$ cat src/rtl/mem_arb_pkg.sv
// Shared types and defaults for the I/D main-memory arbiter.
package mem_arb_pkg;

  localparam int unsigned DATA_WIDTH_DEF     = 32;
  localparam int unsigned ADDR_WIDTH_DEF     = 64;
  localparam int unsigned TIMEOUT_CYCLES_DEF = 64;

  // Arbiter sequencing states
  typedef enum logic [1:0] {
    IDLE = 2'd0,
    BUSY = 2'd1,
    RESP = 2'd2
  } t_arb_state;

  // Requester identity; also used for the round-robin history
  typedef enum logic {
    PORT_I = 1'b0,
    PORT_D = 1'b1
  } t_port;

  // The port that should win a tie given who was served last
  function automatic t_port other_port(input t_port p);
    return (p == PORT_I) ? PORT_D : PORT_I;
  endfunction

endpackage

$ cat src/rtl/mem_arbiter_if.sv
// Requester and memory-side signal bundle for mem_arbiter.
// slave  : the arbiter's view.
// master : the requesters plus the memory, as seen from outside the arbiter.
interface mem_arbiter_if
  import mem_arb_pkg::*;
#(
  parameter int DATA_WIDTH = DATA_WIDTH_DEF,
  parameter int ADDR_WIDTH = ADDR_WIDTH_DEF
);

  // requester side
  logic                  i_req_i;
  logic                  i_req_d;
  logic                  i_we_d;
  logic [ADDR_WIDTH-1:0] i_addr_i;
  logic [ADDR_WIDTH-1:0] i_addr_d;
  logic [DATA_WIDTH-1:0] i_wdata_d;
  logic                  o_done_i;
  logic                  o_done_d;
  logic                  o_err_i;
  logic                  o_err_d;
  logic [DATA_WIDTH-1:0] o_rdata_i;
  logic [DATA_WIDTH-1:0] o_rdata_d;

  // memory side
  logic [ADDR_WIDTH-1:0] o_mem_addr;
  logic [DATA_WIDTH-1:0] o_mem_wdata;
  logic                  o_mem_write_en;
  logic [DATA_WIDTH-1:0] i_mem_rdata;
  logic                  i_mem_access_ok;
  logic                  i_mem_read_ok;
  logic                  i_mem_write_ok;

  modport slave (
    input  i_req_i, i_req_d, i_we_d, i_addr_i, i_addr_d, i_wdata_d,
    input  i_mem_rdata, i_mem_access_ok, i_mem_read_ok, i_mem_write_ok,
    output o_done_i, o_done_d, o_err_i, o_err_d, o_rdata_i, o_rdata_d,
    output o_mem_addr, o_mem_wdata, o_mem_write_en
  );

  modport master (
    output i_req_i, i_req_d, i_we_d, i_addr_i, i_addr_d, i_wdata_d,
    output i_mem_rdata, i_mem_access_ok, i_mem_read_ok, i_mem_write_ok,
    input  o_done_i, o_done_d, o_err_i, o_err_d, o_rdata_i, o_rdata_d,
    input  o_mem_addr, o_mem_wdata, o_mem_write_en
  );

endinterface

$ cat src/rtl/mem_arb_timer.sv
// Watchdog for a single memory access: clearable up-counter with a
// terminal-count flag raised while the count equals TERMINAL.
module mem_arb_timer #(
  parameter int unsigned TERMINAL = 64
) (
  input  logic i_clk,
  input  logic i_arst_n,
  input  logic i_clr,
  input  logic i_inc,
  output logic o_tc
);

  localparam int unsigned CW = $clog2(TERMINAL + 1);

  logic [CW-1:0] count_q;
  logic [CW-1:0] count_d;

  // clear has priority; otherwise count up when asked
  always_comb begin
    count_d = count_q;
    if (i_clr) begin
      count_d = '0;
    end else if (i_inc) begin
      count_d = count_q + 1'b1;
    end
  end

  // count register
  always_ff @(posedge i_clk or negedge i_arst_n) begin
    if (!i_arst_n) begin
      count_q <= '0;
    end else begin
      count_q <= count_d;
    end
  end

  assign o_tc = (count_q == CW'(TERMINAL));

endmodule

$ cat src/rtl/mem_arbiter.sv
// Round-robin arbiter sharing one multi-cycle memory between the
// instruction-fetch port (I, read-only) and the load/store port (D).
//
// state | meaning
// IDLE  | no access in flight; arbitrate and latch the winner's request
// BUSY  | drive latched request to memory until it completes or times out
// RESP  | one-cycle done (and err on timeout) pulse to the owner
module mem_arbiter
  import mem_arb_pkg::*;
#(
  parameter int DATA_WIDTH     = DATA_WIDTH_DEF,
  parameter int ADDR_WIDTH     = ADDR_WIDTH_DEF,
  parameter int TIMEOUT_CYCLES = TIMEOUT_CYCLES_DEF
) (
  input logic          i_clk,
  input logic          i_arst_n,
  mem_arbiter_if.slave bus
);

  t_arb_state            state_q,      state_d;
  t_port                 owner_q,      owner_d;
  t_port                 last_grant_q, last_grant_d;
  logic [ADDR_WIDTH-1:0] addr_q,       addr_d;
  logic [DATA_WIDTH-1:0] wdata_q,      wdata_d;
  logic                  we_q,         we_d;
  logic                  err_q,        err_d;
  logic [DATA_WIDTH-1:0] rdata_i_q,    rdata_i_d;
  logic [DATA_WIDTH-1:0] rdata_d_q,    rdata_d_d;

  t_port grant_port;
  logic  mem_ok;
  logic  timer_clr;
  logic  timer_inc;
  logic  timer_tc;

  mem_arb_timer #(
    .TERMINAL (TIMEOUT_CYCLES)
  ) u_timer (
    .i_clk    (i_clk),
    .i_arst_n (i_arst_n),
    .i_clr    (timer_clr),
    .i_inc    (timer_inc),
    .o_tc     (timer_tc)
  );

  // the memory finishes an access only when the matching direction is accepted
  assign mem_ok = bus.i_mem_access_ok &&
                  (we_q ? bus.i_mem_write_ok : bus.i_mem_read_ok);

  // next-state, arbitration, capture and watchdog control
  always_comb begin
    state_d      = state_q;
    owner_d      = owner_q;
    last_grant_d = last_grant_q;
    addr_d       = addr_q;
    wdata_d      = wdata_q;
    we_d         = we_q;
    err_d        = err_q;
    rdata_i_d    = rdata_i_q;
    rdata_d_d    = rdata_d_q;
    grant_port   = PORT_I;
    timer_clr    = 1'b1;
    timer_inc    = 1'b0;

    unique case (state_q)
      IDLE: begin
        if (bus.i_req_i && bus.i_req_d) begin
          grant_port = other_port(last_grant_q);
        end else if (bus.i_req_d) begin
          grant_port = PORT_D;
        end else begin
          grant_port = PORT_I;
        end

        if (bus.i_req_i || bus.i_req_d) begin
          owner_d = grant_port;
          err_d   = 1'b0;
          if (grant_port == PORT_D) begin
            addr_d  = bus.i_addr_d;
            wdata_d = bus.i_wdata_d;
            we_d    = bus.i_we_d;
          end else begin
            addr_d  = bus.i_addr_i;
            wdata_d = '0;
            we_d    = 1'b0;
          end
          // preload so the first BUSY cycle sees a count of 1
          timer_clr = 1'b0;
          timer_inc = 1'b1;
          state_d   = BUSY;
        end
      end

      BUSY: begin
        timer_clr = 1'b0;
        if (mem_ok) begin
          // completion wins over a timeout landing in the same cycle
          if (!we_q) begin
            if (owner_q == PORT_I) begin
              rdata_i_d = bus.i_mem_rdata;
            end else begin
              rdata_d_d = bus.i_mem_rdata;
            end
          end
          err_d        = 1'b0;
          last_grant_d = owner_q;
          state_d      = RESP;
        end else if (timer_tc) begin
          // a timed-out owner still counts as served so the other port
          // is not starved behind a hung access
          err_d        = 1'b1;
          last_grant_d = owner_q;
          state_d      = RESP;
        end else begin
          timer_inc = 1'b1;
        end
      end

      RESP: begin
        state_d = IDLE;
      end

      default: begin
        state_d = IDLE;
      end
    endcase
  end

  // state and latched-request registers
  always_ff @(posedge i_clk or negedge i_arst_n) begin
    if (!i_arst_n) begin
      state_q      <= IDLE;
      owner_q      <= PORT_I;
      last_grant_q <= PORT_D;
      addr_q       <= '0;
      wdata_q      <= '0;
      we_q         <= 1'b0;
      err_q        <= 1'b0;
      rdata_i_q    <= '0;
      rdata_d_q    <= '0;
    end else begin
      state_q      <= state_d;
      owner_q      <= owner_d;
      last_grant_q <= last_grant_d;
      addr_q       <= addr_d;
      wdata_q      <= wdata_d;
      we_q         <= we_d;
      err_q        <= err_d;
      rdata_i_q    <= rdata_i_d;
      rdata_d_q    <= rdata_d_d;
    end
  end

  // memory drive is gated to BUSY so IDLE/RESP present a quiet bus
  always_comb begin
    bus.o_mem_addr     = '0;
    bus.o_mem_wdata    = '0;
    bus.o_mem_write_en = 1'b0;
    if (state_q == BUSY) begin
      bus.o_mem_addr     = addr_q;
      bus.o_mem_wdata    = wdata_q;
      bus.o_mem_write_en = we_q && mem_ok;
    end
  end

  // requester responses
  always_comb begin
    bus.o_done_i  = (state_q == RESP) && (owner_q == PORT_I);
    bus.o_done_d  = (state_q == RESP) && (owner_q == PORT_D);
    bus.o_err_i   = bus.o_done_i && err_q;
    bus.o_err_d   = bus.o_done_d && err_q;
    bus.o_rdata_i = rdata_i_q;
    bus.o_rdata_d = rdata_d_q;
  end

endmodule

$ cat src/flat_wrapper.sv
// flat-port wrapper written by rule: the top's interface ports become plain ports
module mem_arbiter_flat import mem_arb_pkg::*;
#(
  parameter int DATA_WIDTH     = DATA_WIDTH_DEF,
  parameter int ADDR_WIDTH     = ADDR_WIDTH_DEF,
  parameter int TIMEOUT_CYCLES = TIMEOUT_CYCLES_DEF
)
  (i_clk, i_arst_n, bus_i_req_i, bus_i_req_d, bus_i_we_d, bus_i_addr_i, bus_i_addr_d, bus_i_wdata_d, bus_i_mem_rdata, bus_i_mem_access_ok, bus_i_mem_read_ok, bus_i_mem_write_ok, bus_o_done_i, bus_o_done_d, bus_o_err_i, bus_o_err_d, bus_o_rdata_i, bus_o_rdata_d, bus_o_mem_addr, bus_o_mem_wdata, bus_o_mem_write_en);
  mem_arbiter_if #(.DATA_WIDTH(DATA_WIDTH), .ADDR_WIDTH(ADDR_WIDTH)) bus_i ();
  input logic i_clk;
  input logic i_arst_n;
  input wire logic [$bits(bus_i.i_req_i)-1:0] bus_i_req_i;
  input wire logic [$bits(bus_i.i_req_d)-1:0] bus_i_req_d;
  input wire logic [$bits(bus_i.i_we_d)-1:0] bus_i_we_d;
  input wire logic [$bits(bus_i.i_addr_i)-1:0] bus_i_addr_i;
  input wire logic [$bits(bus_i.i_addr_d)-1:0] bus_i_addr_d;
  input wire logic [$bits(bus_i.i_wdata_d)-1:0] bus_i_wdata_d;
  input wire logic [$bits(bus_i.i_mem_rdata)-1:0] bus_i_mem_rdata;
  input wire logic [$bits(bus_i.i_mem_access_ok)-1:0] bus_i_mem_access_ok;
  input wire logic [$bits(bus_i.i_mem_read_ok)-1:0] bus_i_mem_read_ok;
  input wire logic [$bits(bus_i.i_mem_write_ok)-1:0] bus_i_mem_write_ok;
  output wire logic [$bits(bus_i.o_done_i)-1:0] bus_o_done_i;
  output wire logic [$bits(bus_i.o_done_d)-1:0] bus_o_done_d;
  output wire logic [$bits(bus_i.o_err_i)-1:0] bus_o_err_i;
  output wire logic [$bits(bus_i.o_err_d)-1:0] bus_o_err_d;
  output wire logic [$bits(bus_i.o_rdata_i)-1:0] bus_o_rdata_i;
  output wire logic [$bits(bus_i.o_rdata_d)-1:0] bus_o_rdata_d;
  output wire logic [$bits(bus_i.o_mem_addr)-1:0] bus_o_mem_addr;
  output wire logic [$bits(bus_i.o_mem_wdata)-1:0] bus_o_mem_wdata;
  output wire logic [$bits(bus_i.o_mem_write_en)-1:0] bus_o_mem_write_en;
  assign bus_i.i_req_i = bus_i_req_i;
  assign bus_i.i_req_d = bus_i_req_d;
  assign bus_i.i_we_d = bus_i_we_d;
  assign bus_i.i_addr_i = bus_i_addr_i;
  assign bus_i.i_addr_d = bus_i_addr_d;
  assign bus_i.i_wdata_d = bus_i_wdata_d;
  assign bus_i.i_mem_rdata = bus_i_mem_rdata;
  assign bus_i.i_mem_access_ok = bus_i_mem_access_ok;
  assign bus_i.i_mem_read_ok = bus_i_mem_read_ok;
  assign bus_i.i_mem_write_ok = bus_i_mem_write_ok;
  assign bus_o_done_i = bus_i.o_done_i;
  assign bus_o_done_d = bus_i.o_done_d;
  assign bus_o_err_i = bus_i.o_err_i;
  assign bus_o_err_d = bus_i.o_err_d;
  assign bus_o_rdata_i = bus_i.o_rdata_i;
  assign bus_o_rdata_d = bus_i.o_rdata_d;
  assign bus_o_mem_addr = bus_i.o_mem_addr;
  assign bus_o_mem_wdata = bus_i.o_mem_wdata;
  assign bus_o_mem_write_en = bus_i.o_mem_write_en;
  mem_arbiter #(.DATA_WIDTH(DATA_WIDTH), .ADDR_WIDTH(ADDR_WIDTH), .TIMEOUT_CYCLES(TIMEOUT_CYCLES)) u_core (.i_clk(i_clk), .i_arst_n(i_arst_n), .bus(bus_i));
endmodule
$ cat config.mk
export PLATFORM = sky130hd
export DESIGN_NAME = mem_arbiter_flat
export DESIGN_NICKNAME = d
export VERILOG_FILES = /design/src/rtl/mem_arb_pkg.sv /design/src/rtl/mem_arbiter_if.sv /design/src/rtl/mem_arb_timer.sv /design/src/rtl/mem_arbiter.sv /design/src/flat_wrapper.sv
export SDC_FILE = /design/constraint.sdc
export NUM_CORES = 1
export LEC_CHECK = 0
export ABC_AREA = 1
export CAP_MARGIN = 10
export CORE_AREA = 2 2 143 145
export CTS_CLUSTER_DIAMETER = 40
export DETAILED_ROUTE_END_ITERATION = 6
export DIE_AREA = 0 0 145 147
export GPL_TIMING_DRIVEN = 0
export PLACE_DENSITY_LB_ADDON = 0.25
export SYNTH_ARGS = -nofsm -noshare
export SYNTH_HDL_FRONTEND = slang
export SYNTH_HIERARCHICAL = 1
export SYNTH_SLANG_ARGS = --single-unit
$ cat constraint.sdc
create_clock -name i_clk -period 2.93 [get_ports i_clk]
set_input_delay 0.586 -clock i_clk [delete_from_list [all_inputs] [get_ports i_clk]]
set_output_delay 0.586 -clock i_clk [all_outputs]
set_load 0.02 [all_outputs]
==> results by group <==
Critical path
  – Crit path capture type: output port
  – Critical path start-end classification: reg2out
  – CP Cell Sequence: inv_2 > nor2_4 > inv_2 > clkbuf_1 > nor2_1 > clkdlybuf4s50_1
  – Worst Path Required: 2340 ps
  – Worst EP arrival: 2220 ps
  – Most numerous cell on the critical path: sky130_fd_sc_hd__inv_2
  – Worst path buffer plus inverter count: 4
  – Worst r2r dst: u_core/u_timer/count_q[6]$_DFFE_PN0P_
  – Worst setup slack for register-to-register paths: 830 ps
  – Startpoint of the worst-slack reg-to-reg timing path: u_core/state_q[1]$_DFFE_PN0P_
  – Maximum fanout along the worst path: 10
  – Slowest CP cell: sky130_fd_sc_hd__clkdlybuf4s50_1
  – Top delay family on crit path: buffers and inverters
  – Reg2reg path depth: 11
  – Kind of start point of the critical path: register
  – Longest individual stage delay on the worst path: 600 ps

Global route
  – Initial antenna violation count: 3
  – Fraction of met1 tracks used by global routing: 0.304
  – Sum of overflow across all layers after global routing: 0
  – First-pass GRT wire length: 44,500 um
  – Met3 track utilization from global routing: 0.0823
  – Routing layer with the top usage in global route: met2
  – Maximum number of pins on one net before global-route repair: 96
  – Gr usage total: 0.266
  – Number of global-route vias before repair: 8,412
  – Met2 Resource Use GR: 0.460

Cells and area
  – Total area of multi-input combinational cells: 2950 sq um
  – Number of filler cells placed in the layout: 1,708
  – Filler-free cell count of the finished design: 1,771
  – Layout Nets: 1,688
  – Area Overhead vs Synth: 55.7%
  – Sequential cell area: 4330 sq um
  – Final non-filler cell area: 13,100 sq um
  – Fraction of layout cells with a size suffix above 1: 0.0734

Yosys
  – Post-synthesis compound-gate area fraction: 0.0781
  – Distinct cells, synth: 22
  – Primary flip-flop cell chosen by synthesis mapping: sky130_fd_sc_hd__dfrtp_1
  – Post-synthesis instance total: 1,102
  – Number of enable-type register cells in the synthesized netlist: 0
  – Post-Synthesis Cell Area: 8410 sq um
  – Fraction of synthesized cell area taken by the top area cell type: 0.512
  – Mean Syn Cell Area: 7.63 sq um
  – Fraction of synthesized area in multiplexers: 0
  – Xor/xnor cell area share of the yosys netlist: 0
  – Sequential fraction of the synthesis area: 0.515
  – Proportion of register bits with asynchronous set or reset after synthesis: 1.00
  – Yosys synthesis warning count: 6
  – Adder-Cell Fraction of Synth Area: 0.00298
  – Leading post-synthesis cells by cell area: sky130_fd_sc_hd__dfrtp_1 51%, sky130_fd_sc_hd__nand2_1 14%, sky130_fd_sc_hd__inv_1 9.2%
  – Number of nets produced by synthesis: 1,304
  – Cell type with the largest total area after synthesis: sky130_fd_sc_hd__dfrtp_1
  – Area share of and/or/nand/nor cells after synthesis: 0.270
  – Flip-flop and latch count after synthesis: 173
  – Dominant combinational cell family by area after synthesis: simple AND/OR/NAND/NOR gates

Hold path
  – Type of the most critical hold path: in2async

Pwr
  – Power per cell area: 1020 nW/um^2
  – Worst supply voltage drop on vdd: 0.475 mV
  – Leak Pwr: 6.90 nW

Clock tree
  – Setup fix buffers added after clock tree synthesis: 0
  – CTS root buffer: sky130_fd_sc_hd__clkbuf_16
  – Clock-pin slew of the registers on the worst-case setup and hold paths: 70 ps
  – Clock insertion delay at the later pin of the skew report: 430 ps
  – Num CTS Buffers: 17
  – H-tree depth: 4
  – Buffer depth of the longest clock path: 2
  – CTS tree: yes
  – Post-cts hold buffer count: 0
  – Number of cells upsized or downsized after cts: 21
  – Total clock sinks: 173

Placement
  – Placed cell areas: 12,400 sq um
  – Gp weighted congestion: 0.889
  – Dpl hpwl: 21,300 um
  – Number of cells after detailed placement: 1,737
  – Count of input and output buffers: 364

Run
  – Count of maximum capacitance violations: 0

Timing
  – Max-slew headroom at the worst pin: 0.576
  – TNS Setup: 0 ps
  – Highest clock frequency the design can meet: 356 MHz
  – Period utilization: 0.958
  – Clock skew after layout: 10.5 ps
  – Endpoints failing hold: 0
  – Min Tclk post-route: 2810 ps
  – Slew at the pin closest to its max-slew limit: 636 ps
  – Setup repair after global routing missed its margin: false
  – Max Slew Vio Count: 0
  – Finish-stage setup viols: 0

Route
  – Post-detailed-route wirelength per cell: 15.9 um
  – Number of detailed-routing iterations run before antenna repair: 6
  – Number of vias after detailed routing: 8,409
  – Number of antenna-violating nets in the routed design: 0
  – Detailed-route vias per instance: 4.75
  – Initial DRC count: 421
  – Final Routed Wirelength: 28,200 um
  – Post-detailed-route DRC marker count: 0

Floorplanning
  – Boundary pin count: 365
  – DIE HEIGHT: 147 um
  – Number of core rows: 52
  – Die outline area: 21,300 sq um
  – Width of the die: 145 um
  – Starting density of the core: 0.424
  – Core Box Area: 19,800 sq um

Run status
  – Result of the run: finished, final reports clean
[cell usage in the layout, fill, tap and decap left out, types with 11 or more instances in the layout]
cell	Yosys	final
sky130_fd_sc_hd__o22ai_1	97	97
sky130_fd_sc_hd__nand2_1	306	306
sky130_fd_sc_hd__dfrtp_1	172	172
sky130_fd_sc_hd__dlymetal6s2s_1	0	25
sky130_fd_sc_hd__nor2_1	171	171
sky130_fd_sc_hd__clkdlybuf4s50_1	0	320
sky130_fd_sc_hd__clkbuf_1	17	13
sky130_fd_sc_hd__dlygate4sd2_1	0	18
sky130_fd_sc_hd__inv_1	206	206
sky130_fd_sc_hd__buf_2	38	34
sky130_fd_sc_hd__clkbuf_16	0	17
sky130_fd_sc_hd__nand2_2	11	11
sky130_fd_sc_hd__nand4_1	35	35
[worst reg2reg max path, delay by kind of cell (launching register included)]
kind                   cells  cell delay (ps)
AOI/OAI and AO/OA          1              240
and+or+nand+nor            7              840
buffers and inverters      3              500
DFF                        1              410
[how the worst max path moves through the flow]
stage / start / to / depth (start not counted)
detailed placement: bus_i_mem_read_ok / bus_o_mem_write_en / 6
floorplan: bus_i_mem_write_ok / bus_o_mem_write_en / 4
CTS: u_core/state_q[0]$_DFFE_PN0P_ / bus_o_mem_addr[50] / 7
global route: u_core/state_q[0]$_DFFE_PN0P_ / bus_o_mem_addr[21] / 6
finish: u_core/state_q[0]$_DFFE_PN0P_ / bus_o_mem_addr[21] / 6
global placement: i_arst_n / u_core/addr_q[10]$_DFFE_PN0P_ / 1
[power breakdown]
part           internal, mW  switching, mW
Clock                  1.36           1.02
Sequential             3.46          0.457
Combinational          2.93           4.17
[per-layer routing]
layer / share of wire / vias to the layer above
met4: 0.038 / 2
met2: 0.50 / 316
met5: 0.00046 / -
li1: - / 4135
met3: 0.081 / 59
met1: 0.38 / 3897
[area by class of cell]
class	instances	share of cell area
Buffer	63	0.0271
Sequential cell	173	0.331
Clock buffer	17	0.0325
Inverter	210	0.0602
Timing Repair Buffer	365	0.284
Clock inverter	15	0.0142
Multi-Input combinational cell	656	0.225
Tap cell	270	0.0258
Antenna cell	2	0.000382
[cells by family (layout without fill, tap and decap cells)]
group                    count (synthesis)  after routing
AO/OA/AOI/OAI                          107            107
AND/OR/NAND/NOR                        547            547
adder cells (fa/ha/maj)                  2              2
other                                    0              2
flip-flops                             173            173
buffers and inverters                  273            670
[registers in the layout, summed over array words and instances, names as in the netlist]
| name | count |
|---|---|
| u_core/owner_q | 1 |
| u_core/wdata_q | 32 |
| u_core/last_grant_q | 1 |
| u_core/addr_q | 64 |
| u_core/bus.o_rdata_d | 32 |
| u_core/we_q | 1 |
| u_core/err_q | 1 |
| u_core/u_timer/count_q | 7 |
| u_core/state_q | 2 |
| u_core/bus.o_rdata_i | 32 |
[synth_stat cells, types with 4 or more instances]
master,number
sky130_fd_sc_hd__nor2_4,5
sky130_fd_sc_hd__nand2_1,306
sky130_fd_sc_hd__inv_2,4
sky130_fd_sc_hd__buf_2,38
sky130_fd_sc_hd__dfrtp_1,172
sky130_fd_sc_hd__inv_1,206
sky130_fd_sc_hd__nor2_1,171
sky130_fd_sc_hd__o22ai_1,97
sky130_fd_sc_hd__nand4_1,35
sky130_fd_sc_hd__a21oi_1,5
sky130_fd_sc_hd__clkbuf_1,17
sky130_fd_sc_hd__buf_6,7
sky130_fd_sc_hd__nand2_2,11
sky130_fd_sc_hd__nand3_1,9
sky130_fd_sc_hd__o21ai_0,5
[stage by stage]
| step | worst slack (ps) | util | hold WS [ps] | power [mW] |
|---|---|---|---|---|
| 5_1_grt | 2.08 | 0.660 | 159 | 14.2 |
| 2_1_floorplan | 1070 | - | 290 | 7.86 |
| 4_1_cts | 0.415 | 0.656 | 157 | 13.5 |
| 6_report | 123 | 0.660 | 120 | 13.4 |
| 3_5_place_dp | -7.87 | 0.626 | 465 | 11.1 |
| 3_3_place_gp | -6110 | 0.624 | 461 | 11.0 |
Power figures use the tool's default switching activity.
